`src/rtl/adaptation_step_controller.sv`:
```
// Adaptive step-size (mu) controller: moves between acquire, track, freeze
// and recover phases on each accepted metrics sample, one-deep mu output.
module adaptation_step_controller #(
  parameter int FXP_WIDTH = 16,
  parameter int FXP_FRAC = 8,
  parameter logic [FXP_WIDTH-1:0] MU_INIT = 16'h0040,
  parameter logic [FXP_WIDTH-1:0] MU_MIN = 16'h0002,
  parameter logic [FXP_WIDTH-1:0] MU_MAX = 16'h0080,
  parameter logic [FXP_WIDTH-1:0] SNR_TH = 16'h0400,
  parameter logic [FXP_WIDTH-1:0] SNR_HYST = 16'h0080,
  parameter logic [FXP_WIDTH-1:0] STAB_MIN = 16'h0010,
  parameter int SETTLE_CNT = 8,
  parameter int FREEZE_CNT = 16
) (
  input  logic                 clk,
  input  logic                 rst,
  input  logic                 metrics_valid,
  output logic                 metrics_ready,
  input  logic [FXP_WIDTH-1:0] snr_estimate,
  input  logic [FXP_WIDTH-1:0] convergence_rate,
  input  logic [FXP_WIDTH-1:0] stability_factor,
  output logic [FXP_WIDTH-1:0] mu_out,
  output logic                 mu_valid,
  input  logic                 mu_ready,
  output logic [1:0]           state_out,
  output logic                 freeze_flag,
  output logic [15:0]          update_count
);

  if (FXP_FRAC >= FXP_WIDTH) begin : g_bad_frac
    $error("FXP_FRAC must be smaller than FXP_WIDTH");
  end

  typedef enum logic [1:0] {
    ACQUIRE = 2'd0,
    TRACK   = 2'd1,
    FREEZE  = 2'd2,
    RECOVER = 2'd3
  } state_e;

  localparam int W = FXP_WIDTH;
  localparam logic signed [W-1:0] TH_HI = SNR_TH;
  localparam logic signed [W-1:0] TH_LO = SNR_TH - SNR_HYST;
  localparam logic signed [W-1:0] STAB_S = STAB_MIN;
  localparam logic [15:0] SETTLE_L = 16'(SETTLE_CNT);
  localparam logic [15:0] RECOV_L = 16'(2 * SETTLE_CNT);
  localparam logic [15:0] FRZ_L = 16'(FREEZE_CNT - 1);

  state_e      state_q, state_d;
  logic [W-1:0] mu_q, mu_d;
  logic        mu_valid_q, mu_valid_d;
  logic        freeze_q, freeze_d;
  logic [15:0] upd_q, upd_d;
  logic [15:0] good_q, good_d;
  logic [15:0] frz_q, frz_d;
  logic [15:0] rec_q, rec_d;

  logic signed [W-1:0] snr_s, conv_s, stab_s;
  logic [W:0]  mu_x;
  logic        accept, unstable;

  function automatic logic [W-1:0] clamp(input logic [W:0] v);
    if (v < {1'b0, MU_MIN}) return MU_MIN;
    if (v > {1'b0, MU_MAX}) return MU_MAX;
    return v[W-1:0];
  endfunction

  assign snr_s = snr_estimate;
  assign conv_s = convergence_rate;
  assign stab_s = stability_factor;
  assign mu_x = {1'b0, mu_q};
  assign unstable = stab_s < STAB_S;

  assign metrics_ready = !mu_valid_q || mu_ready;
  assign accept = metrics_valid && metrics_ready;

  always_comb begin
    state_d = state_q;
    mu_d = mu_q;
    good_d = good_q;
    frz_d = frz_q;
    rec_d = rec_q;
    if (accept) begin
      case (state_q)
        ACQUIRE: begin
          if (snr_s >= TH_HI) begin
            if (good_q + 16'd1 == SETTLE_L) begin
              state_d = TRACK;
              mu_d = clamp(mu_x >> 1);
              good_d = '0;
            end else begin
              good_d = good_q + 16'd1;
            end
          end else begin
            good_d = '0;
          end
        end
        TRACK: begin
          if (unstable) begin
            state_d = FREEZE;
            frz_d = FRZ_L;
          end else if (snr_s < TH_LO) begin
            state_d = RECOVER;
            rec_d = '0;
          end else if (conv_s < 0) begin
            mu_d = clamp(mu_x - (mu_x >> 2));
          end else if (conv_s > 0) begin
            mu_d = clamp(mu_x + (mu_x >> 3));
          end
        end
        FREEZE: begin
          if (frz_q != 16'd0) begin
            frz_d = frz_q - 16'd1;
          end else if (!unstable) begin
            state_d = TRACK;
          end else begin
            frz_d = FRZ_L;
          end
        end
        RECOVER: begin
          if (unstable) begin
            state_d = FREEZE;
            frz_d = FRZ_L;
          end else if (snr_s >= TH_HI) begin
            state_d = TRACK;
          end else if (rec_q + 16'd1 == RECOV_L) begin
            state_d = ACQUIRE;
            mu_d = MU_INIT;
            good_d = '0;
            rec_d = '0;
          end else begin
            mu_d = clamp(mu_x + (mu_x >> 1));
            rec_d = rec_q + 16'd1;
          end
        end
        default: begin
          state_d = ACQUIRE;
          mu_d = MU_INIT;
        end
      endcase
    end
  end

  // Output buffer: a new sample refills it even on the draining edge.
  always_comb begin
    mu_valid_d = mu_valid_q;
    if (accept) mu_valid_d = 1'b1;
    else if (mu_ready) mu_valid_d = 1'b0;
    upd_d = upd_q;
    if (mu_valid_q && mu_ready) upd_d = upd_q + 16'd1;
    freeze_d = (state_d == FREEZE);
  end

  always_ff @(posedge clk) begin
    if (rst) begin
      state_q <= ACQUIRE;
      mu_q <= MU_INIT;
      mu_valid_q <= 1'b0;
      freeze_q <= 1'b0;
      upd_q <= '0;
      good_q <= '0;
      frz_q <= '0;
      rec_q <= '0;
    end else begin
      state_q <= state_d;
      mu_q <= mu_d;
      mu_valid_q <= mu_valid_d;
      freeze_q <= freeze_d;
      upd_q <= upd_d;
      good_q <= good_d;
      frz_q <= frz_d;
      rec_q <= rec_d;
    end
  end

  assign mu_out = mu_q;
  assign mu_valid = mu_valid_q;
  assign state_out = state_q;
  assign freeze_flag = freeze_q;
  assign update_count = upd_q;

endmodule

```
`config.mk`:
```
export PLATFORM = sky130hd
export DESIGN_NAME = adaptation_step_controller
export DESIGN_NICKNAME = d
export VERILOG_FILES = /design/src/rtl/adaptation_step_controller.sv
export SDC_FILE = /design/constraint.sdc
export NUM_CORES = 1
export LEC_CHECK = 0
export CAP_MARGIN = 5
export CORE_MARGIN = 2
export CORE_UTILIZATION = 52
export CTS_CLUSTER_DIAMETER = 40
export DETAILED_ROUTE_END_ITERATION = 8
export PLACE_DENSITY_LB_ADDON = 0.3
export SYNTH_ARGS = -nofsm -noshare
export SYNTH_HDL_FRONTEND = slang
export SYNTH_SLANG_ARGS = --single-unit
```
`constraint.sdc`:
```
create_clock -name clk -period 3.4 [get_ports clk]
set_input_delay 0.68 -clock clk [delete_from_list [all_inputs] [get_ports clk]]
set_output_delay 0.68 -clock clk [all_outputs]
set_load 0.01 [all_outputs]
```
==> impl_metrics.csv, run 1 <==
group,metric,value,unit
timing,slew-limit-headroom,41.7,%
detailed_routing,via_per_inst,6.22,
synth,synth-async-reset-ratio,0,%
synth,syn_nets,1152,
finish,n_fill_cell,1221,
finish,seqCellArea,1700,um2
synth,seq_area_frac_synth,22.0,%
timing,setup_viol,0,
power_and_ir_drop,internal-power,1.64,mW
timing,fin_skew,0.0103,ns
clock_tree,cts_tree,"yes",
power_and_ir_drop,power_density,222,nW/um2
detailed_routing,totalWireLength,22.3,mm
place,io_buffers,77,
timing,fin_hold_ws,0.511,ns
floorplanning,fp.dieW,125,um
global_route,met1_usage,38.6,%
place,dp_cells,1340,
clock_tree,cts.clk_slew.worst_paths,0.07,ns
power_and_ir_drop,peakVddDrop,0.239,mV
global_route,grt.overflow.total,0,
synth,ys.warnings.count,0,
global_route,use_met2,45.9,%
global_route,antenna_found_initial,0,
detailed_routing,final_antenna_net_count,0,
outcome,status,"completed",
timing,rsz0062_at_grt,"yes",
finish,fin_util,67.2,%
detailed_routing,drt_iter0_drc,735,
worst_setup_path,path_class,"reg2reg",
global_route,use_met3,4.11,%
timing,finalHoldViolCount,0,
power_and_ir_drop,p_leak,3.77,nW
finish,nNetsFinal,1284,
global_route,grt_busiest_layer,"met2",
clock_tree,cts_hold_buf,0,
worst_setup_path,cp-end-kind,"flop",
finish,drive_above_1_share,15.5,%
finish,fin_area,9690,um2
global_route,grtUsageTotal,27.7,%
clock_tree,cts_buffers,9,
timing,max_slew.worst_pin.slew,0.875,ns
global_route,grt_pass1_vias,7721,
synth,netlist_instances,1039,
global_route,grt_max_degree,43,
clock_tree,htree_levels,3,
floorplanning,core_area,14400,um2
synth,synth-edff-count,0,
worst_hold_path,min_path_type,"reg2reg",
synth,avgSynthCellArea,7.35,um2
timing,fmax,298,MHz
clock_tree,clk_latency,0.36,ns
clock_tree,clockRootBuffer,"clkbuf_16",
synth,ys_types,77,
finish,final_common_cell,"nor2_1",
worst_setup_path,crit_required,3.67,ns
floorplanning,start_util,52.9,%
timing,min_period,3.35,ns
worst_setup_path,critPathLaunchType,"flop",
floorplanning,dieArea,15700,um2
finish,antenna_cells,0,
floorplanning,fp-row-count,44,
clock_tree,clkSinkCount,84,
place,placed_area,9110,um2
finish,final_cells,1360,
clock_tree,clock_tree.buffer_depth,2,
power_and_ir_drop,net-switching-power,0.513,mW
floorplanning,pin_count,89,
worst_setup_path,crit_arrival,3.63,ns
flow_run,max-cap-violations,0,
power_and_ir_drop,comb_power_share,6.2,%
timing,maxSlewViolCount,0,
detailed_routing,avgRoutedWirePerCell,16.4,um
place,place_congestion,0.941,
finish,multi_input_area,5830,um2
place,dpl.hpwl,16.5,mm
timing,post-route-period-util,98.6,%
power_and_ir_drop,seqPwrFrac,46.0,%
global_route,grt_pass1_wl,36.9,mm
worst_setup_path,cp_max_fo,4,
power_and_ir_drop,p_sw_share,23.9,%
synth,synth-main-ff-cell,"dfxtp_1",
floorplanning,die_y,125,um
finish,layout_common_cells,"nor2_1 (95), a21oi_1 (93), buf_4 (92), nand2_1 (87), clkdlybuf4s50_1 (76)",
power_and_ir_drop,clock_power_share,47.9,%
detailed_routing,via_count,8460,
detailed_routing,drt-pass1-iter-count,7,
detailed_routing,drc_errors,0,
finish,syn_to_final_growth,27.0,%
synth,syn_area,7630,um2
synth,ys_seq_elements,84,
==> area by class of cell <==
type	count	share of cell area, %
multi-input combinational	865	60.2
tap	184	2.37
timing repair buffer	171	15.3
clock inverter	6	0.736
inverter	40	1.55
clock buffer	10	2.36
sequential	84	17.5
==> layer usage <==
| metal | share of wire (%) | wire, um | vias up |
|---|---|---|---|
| met5 | 0 | 0 | - |
| met4 | 1.3 | 289 | 0 |
| li1 | - | - | 4160 |
| met1 | 44 | 9920 | 3918 |
| met2 | 47 | 10400 | 353 |
| met3 | 7.5 | 1680 | 29 |
==> worst max-delay path, cell delays in order, from the launching register on <==
cell and delay (ns):
dfxtp_4 0.37, ha_4 0.17, fa_2 0.40, a211o_1 0.32
a211o_1 0.35, a31oi_2 0.16, xnor2_1 0.09, or4_4 0.42
a211oi_2 0.22, buf_4 0.16, and4bb_2 0.29, buf_6 0.12
nand2_2 0.05, a31oi_1 0.16
==> repair_timing <==
item / in CTS / in global routing
resized for setup: 7 / 57
setup buffers: 0 / 4
pin swaps: 3 / 20
endpoints found under the setup margin: 8 / 8
==> Yosys cell counts, drive strengths merged (18+ instances only) <==
cell,instances,area [um2]
nand2,90,340
ha,58,726
xnor2,18,158
nor2,95,357
dfxtp,84,1680
and3,23,144
a21oi,96,480
nand3,51,260
xor2,23,201
or3,21,131
o21ai,65,325
nand4,23,165
clkbuf,44,165
inv,40,150
nor3,34,170
==> path summary, 6_finish.rpt <==
| check | endpoint | slack, ns | depth (start not counted) | startpoint |
|---|---|---|---|---|
| worst min-delay path | rec_q[15]$_SDFFE_PP0P_ | 0.51 | 2 | rec_q[15]$_SDFFE_PP0P_ |
| worst min register to register | rec_q[15]$_SDFFE_PP0P_ | 0.51 | 2 | rec_q[15]$_SDFFE_PP0P_ |
| worst max-delay path | mu_out[5]$_SDFFE_PP0P_ | 0.05 | 13 | mu_out[0]$_SDFFE_PP0P_ |
| worst max register to register | mu_out[5]$_SDFFE_PP0P_ | 0.05 | 13 | mu_out[0]$_SDFFE_PP0P_ |
==> kinds of logic (layout without fill, tap and decap cells) <==
family / count (synthesis) / after routing / synth area share, %
buf+inv: 90 / 227 / 4.49
compound gates: 320 / 320 / 27.4
fa+ha+maj: 61 / 61 / 10.3
mux: 10 / 10 / 1.36
flops: 84 / 84 / 22.0
xor+xnor: 41 / 41 / 4.70
simple gates: 433 / 433 / 29.7
==> power groups by stage <==
stage | Clock, mW | Combinational, mW | Sequential, mW
after floorplan | 0 | 0.0502 | 1.01
after global placement | 0 | 0.129 | 1.01
after detailed placement | 0 | 0.130 | 1.01
after CTS | 1.04 | 0.131 | 0.989
after global routing | 1.08 | 0.144 | 0.989
final | 1.03 | 0.133 | 0.988
==> flip-flops by register name (all words and copies together) (netlist names) <==
register and count:
mu_out 16, state_out 2, freeze_flag 1, good_q 16
update_count 16, frz_q 16, mu_valid 1, rec_q 16
==> through the flow <==
step / TNS (ns) / setup slack (ns) / total power, mW
2_1_floorplan: 0 / 0.0587 / 1.06
3_3_place_gp: -0.133 / -0.0769 / 1.14
3_5_place_dp: -0.917 / -0.235 / 1.14
4_1_cts: 0 / 0.00146 / 2.16
5_1_grt: -0.269 / -0.0707 / 2.21
6_report: 0 / 0.0468 / 2.15
Note: power is estimated with default switching activity, not from simulation.
==> inputs of run 2 (changes only) <==
Settings changed: ABC_AREA from default to 1, CORE_UTILIZATION 52 to 53.
==> run 2 against run 1 <==
  * Sequential share of layout area decreased by 0.43 points
  * Area after synthesis increased by 10%
  * Utilization decreased by 4.5 points
  * Sequential power increased by 12%
  * First-iteration DRC count decreased by 0.68%
  * Clock skew decreased by 0.0029 ns
  * Final cell count increased by 30%
  * Clock power increased by 6%
  * Fmax increased by 10%
  * Highest routed layer unchanged
==> impl_metrics.csv, run 2 <==
group,metric,value,unit
worst_setup_path,crit_arrival,3.32,ns
finish,final_common_cell,"nand2_1",
finish,antenna_cells,0,
timing,fin_skew,0.00731,ns
detailed_routing,final_antenna_net_count,0,
timing,slew-limit-headroom,59.0,%
place,dpl.hpwl,18.2,mm
worst_setup_path,crit_path_frequent_cell,"nand2_1",
outcome,status,"completed",
detailed_routing,totalWireLength,23.2,mm
place,place_congestion,0.909,
worst_setup_path,cp_max_fo,6,
detailed_routing,drt-pass1-iter-count,5,
detailed_routing,via_per_inst,5.36,
floorplanning,pin_count,89,
synth,avgSynthCellArea,5.76,um2
timing,fmax,328,MHz
clock_tree,cts_hold_buf,0,
clock_tree,cts.clk_slew.worst_paths,0.06,ns
finish,nNetsFinal,1665,
finish,drive_above_1_share,5.52,%
synth,synth-edff-count,0,
worst_setup_path,cp-end-kind,"flop",
power_and_ir_drop,peakVddDrop,0.359,mV
worst_setup_path,reg2reg_depth,19,
synth,synth_top_area_share,20.3,%
floorplanning,start_util,53.5,%
synth,ys_types,53,
global_route,grt_pass1_wl,38.6,mm
timing,min_period,3.05,ns
clock_tree,cts_resized,0,
finish,syn_to_final_growth,17.2,%
synth,synth-async-reset-ratio,0,%
clock_tree,cts_setup_buffers,0,
worst_setup_path,cp_slowest_stage_delay,0.49,ns
synth,ys.warnings.count,0,
worst_hold_path,min_to,"frz_q[9]$_SDFFE_PP0P_",
timing,maxSlewViolCount,0,
worst_setup_path,cp_top_family,"simple AND/OR/NAND/NOR gates",
floorplanning,die_y,130,um
clock_tree,clk_latency,0.35,ns
synth,synth-main-ff-cell,"dfxtp_1",
finish,fin_area,9850,um2
worst_setup_path,critPathLaunchType,"flop",
clock_tree,cts_buffers,9,
floorplanning,fp-row-count,46,
floorplanning,core_area,15700,um2
finish,layout_common_cells,"nand2_1 (455), inv_1 (217), nor2_1 (165), nand3_1 (128), a21oi_1 (95)",
worst_setup_path,critPathSlowestCell,"dfxtp_1",
global_route,grtUsageTotal,27.9,%
global_route,antenna_found_initial,0,
worst_setup_path,crit_required,3.68,ns
worst_hold_path,min_path_type,"reg2reg",
power_and_ir_drop,p_leak,4.87,nW
detailed_routing,drc_errors,0,
place,io_buffers,77,
global_route,grt.overflow.total,0,
place,placed_area,9520,um2
clock_tree,clock_tree.buffer_depth,2,
global_route,grt_max_degree,25,
timing,finalHoldViolCount,0,
finish,n_fill_cell,1475,
detailed_routing,drt_iter0_drc,730,
worst_setup_path,r2r_end,"mu_out[4]$_SDFFE_PP0P_",
power_and_ir_drop,power_density,357,nW/um2
synth,syn_area,8400,um2
timing,rsz0062_at_grt,"no",
timing,max_slew.worst_pin.slew,0.613,ns
synth,yosysTopAreaCell,"nand2_1",
worst_setup_path,r2r_slack,0.35,ns
floorplanning,fp.dieW,130,um
worst_hold_path,holdPathStages,2,
timing,post-route-period-util,89.6,%
clock_tree,cts_tree,"yes",
synth,ys_seq_elements,84,
worst_setup_path,path_class,"reg2reg",
synth,yosysMostFrequentCell,"nand2_1",
synth,synth_commonest_cells,"nand2_1 (455), inv_1 (217), nor2_1 (165)",
worst_hold_path,hp-start,"frz_q[9]$_SDFFE_PP0P_",
clock_tree,clkSinkCount,84,
synth,synthTopCellsByArea,"nand2_1 (20%), dfxtp_1 (20%), inv_1 (9.7%)",
synth,syn_nets,1572,
detailed_routing,via_count,9502,
clock_tree,htree_levels,3,
synth,netlist_instances,1459,
worst_setup_path,path_buf_inv,2,
global_route,grt_pass1_vias,8491,
flow_run,max-cap-violations,0,
worst_setup_path,regToRegStartpoint,"mu_out[0]$_SDFFE_PP0P_",
synth,seq_area_frac_synth,20.0,%
clock_tree,clockRootBuffer,"clkbuf_16",
timing,setup_viol,0,
detailed_routing,avgRoutedWirePerCell,13.1,um
timing,tns,0,ns
floorplanning,dieArea,16900,um2
worst_setup_path,path_cells,"inv_1, ha_1, fa_1, inv_1, nand3_1, nand2_1, nand3_1, nand3_1, nand2_1, nand2_1, nand2_1, nor2_1, and2_1, nand3_1, nand2_1, nand2_1, nor2_1, nor2_1, nor2_1",
-- run 2: final cells by class --
cell class,count,area (um2),share of cell area [%]
Multi-Input combinational cell,1128,5750,58.4
Sequential cell,84,1690,17.1
Timing Repair Buffer,99,936,9.50
Inverter,230,873,8.87
Tap cell,216,270,2.74
Clock buffer,10,239,2.43
Clock inverter,6,92.6,0.940
-- run 2: logic make-up after synthesis --
logic type      synth area share, %
compound gates                 11.7
xor+xnor                       2.07
fa+ha+maj                      9.35
buf+inv                        11.5
flops                          20.0
simple gates                   45.4
-- run 2: worst max path at each step --
stage,from,end,depth (start not counted)
global placement,mu_out[1]$_SDFFE_PP0P_,mu_out[4]$_SDFFE_PP0P_,18
floorplan,mu_out[1]$_SDFFE_PP0P_,mu_out[4]$_SDFFE_PP0P_,18
finish,mu_out[0]$_SDFFE_PP0P_,mu_out[4]$_SDFFE_PP0P_,19
CTS,mu_out[1]$_SDFFE_PP0P_,mu_out[4]$_SDFFE_PP0P_,18
global route,mu_out[0]$_SDFFE_PP0P_,mu_out[4]$_SDFFE_PP0P_,19
detailed placement,mu_out[1]$_SDFFE_PP0P_,mu_out[4]$_SDFFE_PP0P_,18
-- run 2: through the flow --
step | setup WS (ns) | hold WS (ns) | power [mW] | cells | utilization, %
2_1_floorplan | 0.863 | 0.450 | 2.06 | 1459 | -
3_3_place_gp | 0.387 | 0.460 | 2.40 | 1757 | 60.6
3_5_place_dp | 0.254 | 0.467 | 2.42 | 1757 | 60.6
4_1_cts | 0.244 | 0.477 | 3.51 | 1773 | 62.7
5_1_grt | 0.0719 | 0.501 | 3.75 | 1773 | 62.7
6_report | 0.354 | 0.472 | 3.52 | 1773 | 62.7
-- run 2: worst register-to-register path: stages, from the launching register on --
cell and delay (ns):
dfxtp_1 0.49, inv_1 0.08, ha_1 0.24, fa_1 0.42, inv_1 0.13, nand3_1 0.10, nand2_1 0.14, nand3_1 0.11
nand3_1 0.08, nand2_1 0.05, nand2_1 0.05, nand2_1 0.05, nor2_1 0.31, and2_1 0.26, nand3_1 0.09, nand2_1 0.08
nand2_1 0.07, nor2_1 0.10, nor2_1 0.05, nor2_1 0.08
-- run 2: metal layers --
layer	vias up	GRT usage, %	wire length, um
li1	4908	-	-
met1	4282	36.6	10500
met2	269	48.4	11000
met3	43	2.42	1240
met4	0	9.04	473
met5	-	0	0
-- run 2: report_power, final --
| group | switching (mW) | leakage (nW) | internal [mW] |
|---|---|---|---|
| clock network | 0.421 | 0.156 | 0.668 |
| registers | 0.0634 | 0.683 | 1.04 |
| logic | 0.865 | 4.03 | 0.455 |
| total | 1.35 | 4.87 | 2.17 |
